===== src/rtl/push_button_debouncer.sv =====
// rtl/push_button_debouncer.sv - four-channel push-button synchroniser, debouncer and auto-repeat pulser
//
// Purpose: turns raw active-low button pins into one-clock active-high press
// pulses, with optional auto-repeat while a button stays held.
// Channel map: [0] Previous, [1] Next, [2] Okay, [3] Cancel.
//
// Ports:
//   clk      system clock
//   rst_n    asynchronous active-low reset
//   en       block enable; low clears every channel and holds oButton at 0
//   iButton  raw button pins, active-low, asynchronous to clk
//   oButton  registered one-cycle press/repeat pulses, active-high
module push_button_debouncer #(
  parameter int unsigned DEBOUNCE_CYCLES      = 500000,
  parameter int unsigned REPEAT_DELAY_CYCLES  = 25000000,
  parameter int unsigned REPEAT_PERIOD_CYCLES = 5000000,
  parameter logic [3:0]  REPEAT_MASK          = 4'b0011
) (
  input  logic       clk,
  input  logic       rst_n,
  input  logic       en,
  input  logic [3:0] iButton,
  output logic [3:0] oButton
);

  localparam int unsigned HOLD_MAX = (REPEAT_DELAY_CYCLES > REPEAT_PERIOD_CYCLES) ?
                                     REPEAT_DELAY_CYCLES : REPEAT_PERIOD_CYCLES;
  localparam int DB_W   = $clog2(DEBOUNCE_CYCLES + 1);
  localparam int HOLD_W = $clog2(HOLD_MAX + 1);

  // A release is accepted on its DEBOUNCE_CYCLES-th consecutive high sample.
  localparam logic [DB_W-1:0] DB_LAST = DB_W'(DEBOUNCE_CYCLES - 1);
  // A press is accepted one sample after the counter has filled, giving a
  // pin-to-pulse latency of 2 (synchroniser) + DEBOUNCE_CYCLES edges.
  localparam logic [DB_W-1:0] DB_FULL = DB_W'(DEBOUNCE_CYCLES);
  // Repeat pulses fire on the edge the hold counter would reach its target.
  localparam logic [HOLD_W-1:0] DELAY_LAST  = HOLD_W'(REPEAT_DELAY_CYCLES - 1);
  localparam logic [HOLD_W-1:0] PERIOD_LAST = HOLD_W'(REPEAT_PERIOD_CYCLES - 1);

  typedef enum logic [1:0] {
    ST_WAIT_REL,
    ST_IDLE,
    ST_HELD,
    ST_REPEAT
  } state_t;

  // Two-flop synchroniser, resets to "released" and runs regardless of en.
  logic [3:0] r_meta;
  logic [3:0] r_sync;

  always_ff @(posedge clk or negedge rst_n) begin
    if (!rst_n) begin
      r_meta <= 4'hF;
      r_sync <= 4'hF;
    end else begin
      r_meta <= iButton;
      r_sync <= r_meta;
    end
  end

  for (genvar g = 0; g < 4; g++) begin : g_ch
    state_t            r_state;
    logic [DB_W-1:0]   r_rel_cnt;
    logic [DB_W-1:0]   r_prs_cnt;
    logic [HOLD_W-1:0] r_hold_cnt;
    logic              r_pulse;
    logic              w_sync;

    assign w_sync     = r_sync[g];
    assign oButton[g] = r_pulse;

    always_ff @(posedge clk or negedge rst_n) begin
      if (!rst_n) begin
        r_state    <= ST_WAIT_REL;
        r_rel_cnt  <= '0;
        r_prs_cnt  <= '0;
        r_hold_cnt <= '0;
        r_pulse    <= 1'b0;
      end else begin
        r_pulse <= 1'b0;
        if (!en) begin
          // Forcing WAIT_REL means a button held across the en rise must be
          // released before it can produce a pulse.
          r_state    <= ST_WAIT_REL;
          r_rel_cnt  <= '0;
          r_prs_cnt  <= '0;
          r_hold_cnt <= '0;
        end else begin
          case (r_state)
            ST_WAIT_REL: begin
              if (w_sync) begin
                if (r_rel_cnt == DB_LAST) begin
                  r_state   <= ST_IDLE;
                  r_rel_cnt <= '0;
                end else begin
                  r_rel_cnt <= r_rel_cnt + 1'b1;
                end
              end else begin
                r_rel_cnt <= '0;
              end
            end

            ST_IDLE: begin
              if (!w_sync) begin
                if (r_prs_cnt == DB_FULL) begin
                  r_pulse    <= 1'b1;
                  r_state    <= ST_HELD;
                  r_prs_cnt  <= '0;
                  r_rel_cnt  <= '0;
                  r_hold_cnt <= '0;
                end else begin
                  r_prs_cnt <= r_prs_cnt + 1'b1;
                end
              end else begin
                r_prs_cnt <= '0;
              end
            end

            ST_HELD, ST_REPEAT: begin
              if (w_sync) begin
                // High samples do not advance the hold timer, so short release
                // glitches only stretch the repeat interval.
                if (r_rel_cnt == DB_LAST) begin
                  r_state    <= ST_IDLE;
                  r_rel_cnt  <= '0;
                  r_prs_cnt  <= '0;
                  r_hold_cnt <= '0;
                end else begin
                  r_rel_cnt <= r_rel_cnt + 1'b1;
                end
              end else begin
                r_rel_cnt <= '0;
                if (REPEAT_MASK[g]) begin
                  if (r_state == ST_HELD && r_hold_cnt == DELAY_LAST) begin
                    r_pulse    <= 1'b1;
                    r_hold_cnt <= '0;
                    r_state    <= ST_REPEAT;
                  end else if (r_state == ST_REPEAT && r_hold_cnt == PERIOD_LAST) begin
                    r_pulse    <= 1'b1;
                    r_hold_cnt <= '0;
                  end else begin
                    r_hold_cnt <= r_hold_cnt + 1'b1;
                  end
                end
              end
            end

            default: r_state <= ST_WAIT_REL;
          endcase
        end
      end
    end
  end

endmodule


===== config.mk =====
export PLATFORM = sky130hd
export DESIGN_NAME = push_button_debouncer
export DESIGN_NICKNAME = d
export VERILOG_FILES = /design/src/rtl/push_button_debouncer.sv
export SDC_FILE = /design/constraint.sdc
export NUM_CORES = 1
export LEC_CHECK = 0
export BUFFER_PORTS_ARGS = -buffer_cell sky130_fd_sc_hd__buf_4
export CORE_MARGIN = 2
export CORE_UTILIZATION = 36
export DETAILED_ROUTE_END_ITERATION = 8
export GPL_ROUTABILITY_DRIVEN = 0
export GPL_TIMING_DRIVEN = 0
export SLEW_MARGIN = 25
export SYNTH_ARGS = -nofsm -noshare
export SYNTH_HDL_FRONTEND = slang
export SYNTH_SLANG_ARGS = --single-unit
export TNS_END_PERCENT = 10

===== constraint.sdc =====
create_clock -name clk -period 3.6 [get_ports clk]
set_input_delay 0.72 -clock clk [delete_from_list [all_inputs] [get_ports clk]]
set_output_delay 0.72 -clock clk [all_outputs]
set_load 0.1 [all_outputs]

* Word-level counts from Yosys, hierarchy flattened
Index checks and enable logic that the tools add are counted.
** Cells by class
- $add $sub $neg :: 10
- Equality and inequality tests :: 54
- Muxes and demuxes :: 114
- Reductions and logical operators :: 30
** Operator list (count)
- two-way mux 19 bit :: 40
- two-way mux 25 bit :: 14
- case mux 19 bit (2 select lines) :: 8
- adder 19 x 1 -> 19 bit, second input constant :: 8
- equality test 19 bit, second input constant :: 8
- case mux 25 bit (2 select lines) :: 2
- != test 3 bit, second input constant :: 18
- adder 25 x 1 -> 25 bit, second input constant :: 2
- equality test 25 x 23 -> 1 bit, second input constant :: 2
- equality test 25 bit, second input constant :: 2
- two-way mux 2 bit :: 24
- AND reduction 4 bit :: 6
- two-way mux 1 bit :: 20
- equality test 2 bit, second input constant :: 8
- != test 4 bit, second input constant :: 4
- != test 3 x 1 -> 1 bit, second input constant :: 4
- != test 3 x 2 -> 1 bit, second input constant :: 4
- case mux 2 bit (3 select lines) :: 2
- AND reduction 3 bit :: 4
- OR reduction 3 bit :: 4
- equality test 2 x 1 -> 1 bit, second input constant :: 4
- zero test 2 bit :: 4
- case mux 2 bit (2 select lines) :: 2
- AND reduction 2 bit :: 4
- other kinds (3) :: 10
** Word-level totals
- Register bits :: 222
- Input bits :: 7
- Output and inout bits :: 4
- Logic and storage cells :: 228

* Longest topological paths before layout
Gate-level depths: netlist (run 1).
- Depth in word-level cells :: 7
- Gate-level depth with buffers :: 10
- Depth with buffers taken out :: 8

* Worst setup path before layout (run 1)
No wires, ideal clock.
- Path type :: register to register
- Start :: register g_ch[0].r_hold_cnt[8]
- End :: register g_ch[0].r_hold_cnt[14]
- Library setup time :: 0.121 ns
- Arrival time :: 2.381 ns
- Required time :: 3.479 ns
- Slack :: 1.098 ns
- Stages on the path, launching flop included :: 9
- Buffers on the path :: 2
- Clock period less this slack :: 2.502 ns
- Cells stage by stage :: dfrtp_1 -> buf_6 -> or4b_1 -> or3_4 -> a2111oi_4 -> nor2_2 -> buf_6 -> a21o_1 -> a22o_1
** On the way
- Word-level cells in the longest chain between the ends :: 7
- Elaborated cells between the ends (all ways) :: 10
- Classes of those cells :: 1 x add/sub; 2 x eq/ne; 5 x mux; 2 x reduce/logical
** Ends and longest elaborated chain
- start, declared :: line 65 : logic [HOLD_W-1:0] r_hold_cnt;
- start signal, assigned :: line 142 : r_hold_cnt <= r_hold_cnt + 1'b1;
- branches (longest 3 deep; another with adder 25 x 1 -> 25 bit)
- two-way mux 25 bit * :: line 134 : if (r_state == ST_HELD && r_hold_cnt == DELAY_LAST) begin
- two-way mux 25 bit * :: line 120 : if (w_sync) begin
- case mux 25 bit (2 select lines) * :: line 89 : case (r_state)
- two-way mux 25 bit * :: line 81 : if (!en) begin
Every way passes the cells marked *.
A chain may end at the register's enable or synchronous reset.

* Final worst setup path (run 1)
- Start :: input port en
- End :: register g_ch[1].r_prs_cnt[9]
** On the way
- Word-level cells in the longest chain between the ends :: 2
- Elaborated cells between the ends (all ways) :: 5
- Classes of those cells :: 3 x eq/ne; 1 x mux; 1 x reduce/logical
** Ends and longest elaborated chain
- start, declared :: line 21 : input logic en,
- != test 3 x 1 -> 1 bit (no source line) / != test 3 bit (equally long branches)
- AND reduction 3 bit (no source line)
- end signal, assigned :: line 112 : r_prs_cnt <= r_prs_cnt + 1'b1;
- end, declared :: line 64 : logic [DB_W-1:0] r_prs_cnt;
Parallel ways exist; a longest one is shown, timed or not.

==> results.cfg, run 1 <==
[outcome]
status = finished clean

[cts]
hold_buffers = 0
cts_sinks = 222
path_clk_slew_ns = 0.06
worstSkewPairLatency_ns = 0.53
cts_tree = built
clk_path_buf_depth = 3
cts_resized = 0
cts_buffers = 26
htree_levels = 1
postCtsSetupBuffers = 0
cts-root-buf = clkbuf_16

[layout]
diodes = 0
fin_cells = 1937
final_common_cell = dfrtp_1
fillers = 3367
final_cell_mix = 214 x dfrtp_1, 195 x o21ai_0, 158 x nand2_1
nets = 1491
layout-drive-gt1-share = 0.05843
areaGrowthSynthToFinish_pct = 13.12

[routing]
antenna_left = 0
via_count = 11020
drc_errors = 0
drt_iter0_drc = 912
viasPerCell = 5.688
wl_per_cell_um = 15.46
dr.pass1.iters = 5
wirelength_um = 29950

[synth]
synth_compound_area_frac = 0.2157
yosys.area_share.xor_xnor = 0.009300
ys_ff_latch = 222
synth-simple-area-share = 0.2669
muxShareOfSynthArea = 0.004292
yosys.area_share.adder = 0.01431
synth_top_family_by_area = simple AND/OR/NAND/NOR gates
yosysUniqueCellTypes = 64
ys.flop_type = dfrtp_1
async_flop_share = 1.000
synth_edf_count = 0
ys_seq_area_frac = 0.4546
syn_area_per_cell_sq_um = 8.562
synthesis.nets = 1451
ys_warn_count = 0
synth_area_sq_um = 12240
syn_inst = 1430

[power_and_ir_drop]
p_int_mw = 4.252
p_seq_frac = 0.461
p_leak_nw = 5.417
switching_power_mw = 1.222
netSwitchingFraction = 0.2233
clockPowerShare = 0.499
power_density_nw_per_um2 = 395.2
combPwrFrac = 0.040
vdd_ir_drop_max_mv = 0.3283

[timing]
rsz0062_at_grt = no
slew_headroom = 0.3842
fin_setup_tns_ns = 0
maxSlewViolCount = 0
holdWs_ns = 0.1074
tightestPinTransition_ns = 0.9219
fin_crit_sh = 0.8471
finalSetupViolations = 0
hold_viol_final = 0
skew_ns = 0.01343
fmax_mhz = 327.9
period_needed_ns = 3.050

[floorplan]
core_sq_um = 33530
ios = 11
dieWidth_um = 188.4
fp-row-count = 67
die-area_sq_um = 35500
die_h_um = 188.4
start_util = 0.3651

[worst_setup_path]
worstPathMaxFanout = 10
cp_data_required_time_ns = 4.03
crit_path_start_kind = primary input
cp.arrival_ns = 3.48
end_kind = flop
worstSetupPathType = in2reg

[placement]
numPortBuffers = 10
place_inst = 1890
dp_hpwl_um = 19960

[global_route]
overflow = 0
grt_first_pass_wirelength_um = 51950
antenna_found_initial = 0
grt_pass1_vias = 10680
grt_util_all_layers = 0.1702
grt_start_max_net_pins = 86

[run]
maxCapViolCount = 0

[min_path]
hold_class = in2async
## worst max-delay path, stage by stage
cell       delay (ns)
buf_4            0.14
clkbuf_1         0.59
clkbuf_1         0.68
o2111ai_1        0.58
clkbuf_1         0.39
a21oi_1          0.18
o21ai_0          0.09
o31ai_1          0.09
## routing by layer
layer | GRT usage | part of all wire
met5 | 0 | 0
met1 | 0.2386 | 0.50
met2 | 0.2768 | 0.45
met4 | 0.05018 | 0.023
met3 | 0.02067 | 0.036
## synth_stat cells (all sizes together), types with 16 or more instances
cell      n  area, sq um
and3     46        287.8
clkbuf   60        225.2
nor3     30        150.1
a31oi    76        475.5
nor4b    21        183.9
nand2b   17        106.4
nand2   158        593.1
nor2    115        434.2
nor2b    16        100.1
a21oi    72        360.4
o21ai   195        975.9
inv      36        135.1
nor4     21        131.4
o31ai    38        285.3
nand3    80        400.4
nand4    53        331.6
dfrtp   214         5355
## through the flow
stage	utilization	cell area [sq um]	setup WS [ns]	power, mW
after floorplan	-	12240	1.098	2.678
after global placement	0.3841	12880	-0.01308	2.785
after detailed placement	0.3864	12960	0.05007	2.795
after CTS	0.4128	13840	0.6042	5.558
after global routing	0.4130	13850	0.3754	5.666
final	0.4130	13850	0.5503	5.474
## final cells by class
| class | count | area, sq um | area share |
|---|---|---|---|
| Inverter | 36 | 135.1 | 0.009757 |
| Multi-Input combinational cell | 1103 | 6274 | 0.4530 |
| Clock inverter | 8 | 115.1 | 0.008311 |
| Buffer | 69 | 291.5 | 0.02105 |
| Clock buffer | 39 | 770.7 | 0.05565 |
| Tap cell | 448 | 560.5 | 0.04047 |
| Sequential cell | 222 | 5565 | 0.4018 |
| Timing Repair Buffer | 12 | 137.6 | 0.009938 |
## worst paths after layout
check	cells after the start	slack, ns	end	start
max	8	0.55	g_ch[1].r_prs_cnt[9]$_DFFE_PN0P_	en
min	1	0.11	g_ch[3].r_prs_cnt[0]$_DFFE_PN0P_	rst_n
max reg2reg	8	0.63	g_ch[1].r_hold_cnt[14]$_DFFE_PN0P_	g_ch[1].r_hold_cnt[0]$_DFFE_PN0P_
min reg2reg	0	0.35	r_sync[1]$_DFF_PN1_	r_meta[1]$_DFF_PN1_
max in group asynchronous	2	2.69	g_ch[2].r_rel_cnt[7]$_DFFE_PN0P_	rst_n
min in group clk	1	0.29	r_meta[3]$_DFF_PN1_	iButton[3]
## logic make-up after synthesis
group,Yosys count
compound gates,442
buf+inv,105
flops,222
xor+xnor,13
simple gates,629
fa+ha+maj,14
mux,5
## power groups by stage
stage          Combinational, mW  Clock [mW]  Sequential, mW
2_1_floorplan              0.112           0            2.57
3_3_place_gp               0.216           0            2.57
3_5_place_dp               0.226           0            2.57
5_1_grt                    0.254        2.89            2.53
4_1_cts                    0.227        2.81            2.52
6_report                   0.221        2.73            2.52
## flip-flops by register name, indices dropped and copies added, names as in the netlist
register / cells
g_ch.r_hold_cnt: 50
g_ch.r_prs_cnt: 76
r_sync: 4
g_ch.r_pulse: 4
r_meta: 4
g_ch.r_rel_cnt: 76
g_ch.r_state: 8
(Power assumes the default switching activity.)
==> run 2: changes to the inputs <==
==> constraint.sdc (replaced) <==
create_clock -name clk -period 2.5 [get_ports clk]
set_input_delay 0.5 -clock clk [delete_from_list [all_inputs] [get_ports clk]]
set_output_delay 0.5 -clock clk [all_outputs]
set_load 0.1 [all_outputs]
==> results.cfg, run 2 (synthesis gave the netlist of run 1 again) <==
[power_and_ir_drop]
power_density_nw_per_um2 = 550.4
p_leak_nw = 5.593
p_int_mw = 6.038
p_seq_frac = 0.465
vdd_ir_drop_max_mv = 0.6117
combPwrFrac = 0.045
clockPowerShare = 0.491
switching_power_mw = 1.785
netSwitchingFraction = 0.2282

[worst_setup_path]
rrSetupSlack_ns = 0.06
cp_data_required_time_ns = 2.91
worstPathMaxFanout = 10
crit_path_start_kind = flop
rr_worst_depth = 9
worstSetupPathType = reg2reg
cp.arrival_ns = 2.85
r2r_start = g_ch[1].r_rel_cnt[0]$_DFFE_PN0P_
end_kind = flop
worstReg2RegEnd = g_ch[1].r_prs_cnt[14]$_DFFE_PN0P_

[outcome]
status = finished clean

[min_path]
whs_endpoint = r_meta[1]$_DFF_PN1_
hold_class = in2reg
min_path_cells = 1
worstHoldStart = iButton[1]

[placement]
place_inst = 1891
dp_hpwl_um = 20300
dpl_worst_slack_ns = -0.7761
numPortBuffers = 10

[layout]
fin_cells = 1955
fin_util = 0.4239
final_common_cell = dfrtp_1
final_cell_mix = 212 x dfrtp_1, 194 x o21ai_0, 158 x nand2_1
reg_top3 = g_ch.r_prs_cnt (76), g_ch.r_rel_cnt (76), g_ch.r_hold_cnt (50)
multi_input_area_sq_um = 6445
layout-drive-gt1-share = 0.09954
diodes = 0
fillers = 3392
regArea_sq_um = 5568
nets = 1508
areaGrowthSynthToFinish_pct = 16.10

[floorplan]
start_util = 0.3651
die-area_sq_um = 35500
core_sq_um = 33530
die_h_um = 188.4
fp-row-count = 67
ios = 11
dieWidth_um = 188.4

[global_route]
overflow = 0
grt_start_max_net_pins = 77
grt_first_pass_wirelength_um = 53190
antenna_found_initial = 0
grt_util_all_layers = 0.1747
grt_pass1_vias = 10790

[timing]
setup_ws_ns = 0.06252
tightestPinTransition_ns = 0.7630
holdWs_ns = 0.06694
hold_viol_final = 0
rsz0062_at_grt = yes
maxSlewViolCount = 0
finalSetupViolations = 0
period_needed_ns = 2.437
fin_crit_sh = 0.9750
fmax_mhz = 410.3
slew_headroom = 0.4913
skew_ns = 0.01487

[routing]
antenna_left = 0
wirelength_um = 30650
wl_per_cell_um = 15.68
viasPerCell = 5.721
via_count = 11190
drc_errors = 0
drt_iter0_drc = 801
dr.pass1.iters = 5

[cts]
cts-root-buf = clkbuf_16
worstSkewPairLatency_ns = 0.54
cts_buffers = 26
htree_levels = 1
clk_path_buf_depth = 3
cts_sinks = 222
path_clk_slew_ns = 0.06
cts_tree = built

[run]
maxCapViolCount = 0
run 2: repair_timing:
item / in CTS / in global routing
pin swaps: 6 / 7
setup buffers: 12 / 4
cloned: 1 / 0
gates resized for setup: 35 / 43
hold endpoints to repair: 23 / 0
setup endpoints to repair: 117 / 165
hold buffers: 1 / 0
run 2: through the flow:
stage / TNS [ns] / power, mW / area (sq um)
2_1_floorplan: -0.002434 / 3.856 / 12240
3_3_place_gp: -254.37 / 4.009 / 12880
3_5_place_dp: -61.93 / 4.031 / 12990
4_1_cts: -0.08962 / 7.943 / 14080
5_1_grt: -3.956 / 8.132 / 14210
6_report: 0 / 7.823 / 14210
run 2: worst max-delay path, stage by stage (launching register included):
cell	delay [ns]
dfrtp_1	0.38
ha_1	0.21
and3_1	0.17
clkbuf_1	0.31
nand4_1	0.17
nor4_2	0.28
a31oi_1	0.18
clkbuf_1	0.27
o21ai_0	0.21
o21ai_0	0.12
run 2: power groups by stage:
stage | Sequential, mW | Combinational, mW | Clock (mW)
finish | 3.64 | 0.349 | 3.84
global route | 3.64 | 0.398 | 4.10
CTS | 3.63 | 0.346 | 3.96
detailed placement | 3.70 | 0.332 | 0
global placement | 3.70 | 0.311 | 0
floorplan | 3.69 | 0.161 | 0
run 2: worst max-delay path by stage:
stage	startpoint	endpoint	slack, ns	cells after the start
after floorplan	g_ch[0].r_hold_cnt[8]$_DFFE_PN0P_	g_ch[0].r_hold_cnt[14]$_DFFE_PN0P_	-0.002	8
final	g_ch[1].r_rel_cnt[0]$_DFFE_PN0P_	g_ch[1].r_prs_cnt[14]$_DFFE_PN0P_	0.06	9
after detailed placement	en	g_ch[1].r_prs_cnt[13]$_DFFE_PN0P_	-0.78	8
after global routing	g_ch[1].r_rel_cnt[0]$_DFFE_PN0P_	g_ch[1].r_prs_cnt[3]$_DFFE_PN0P_	-0.17	9
after CTS	g_ch[0].r_state[0]$_DFFE_PN0P_	g_ch[0].r_hold_cnt[24]$_DFFE_PN0P_	-0.03	7
after global placement	rst_n	g_ch[2].r_rel_cnt[12]$_DFFE_PN0P_	-0.87	1
run 2: area by class of cell:
cell class                 instances  share of cell area
sequential                       222              0.3917
timing repair buffer              31             0.02113
tap                              448             0.03944
buffer                            67             0.02342
clock inverter                    12            0.007923
clock buffer                      36             0.05343
inverter                          36            0.009507
multi-input combinational       1103              0.4534
run 2: layer usage:
metal	up-vias	share of wire	GRT usage	routed length [um]
met1	5501	0.49	0.2473	14950
li1	5464	-	-	-
met4	0	0.017	0.03996	523
met2	177	0.46	0.2840	14120
met3	43	0.034	0.02514	1056
met5	-	0	0	0
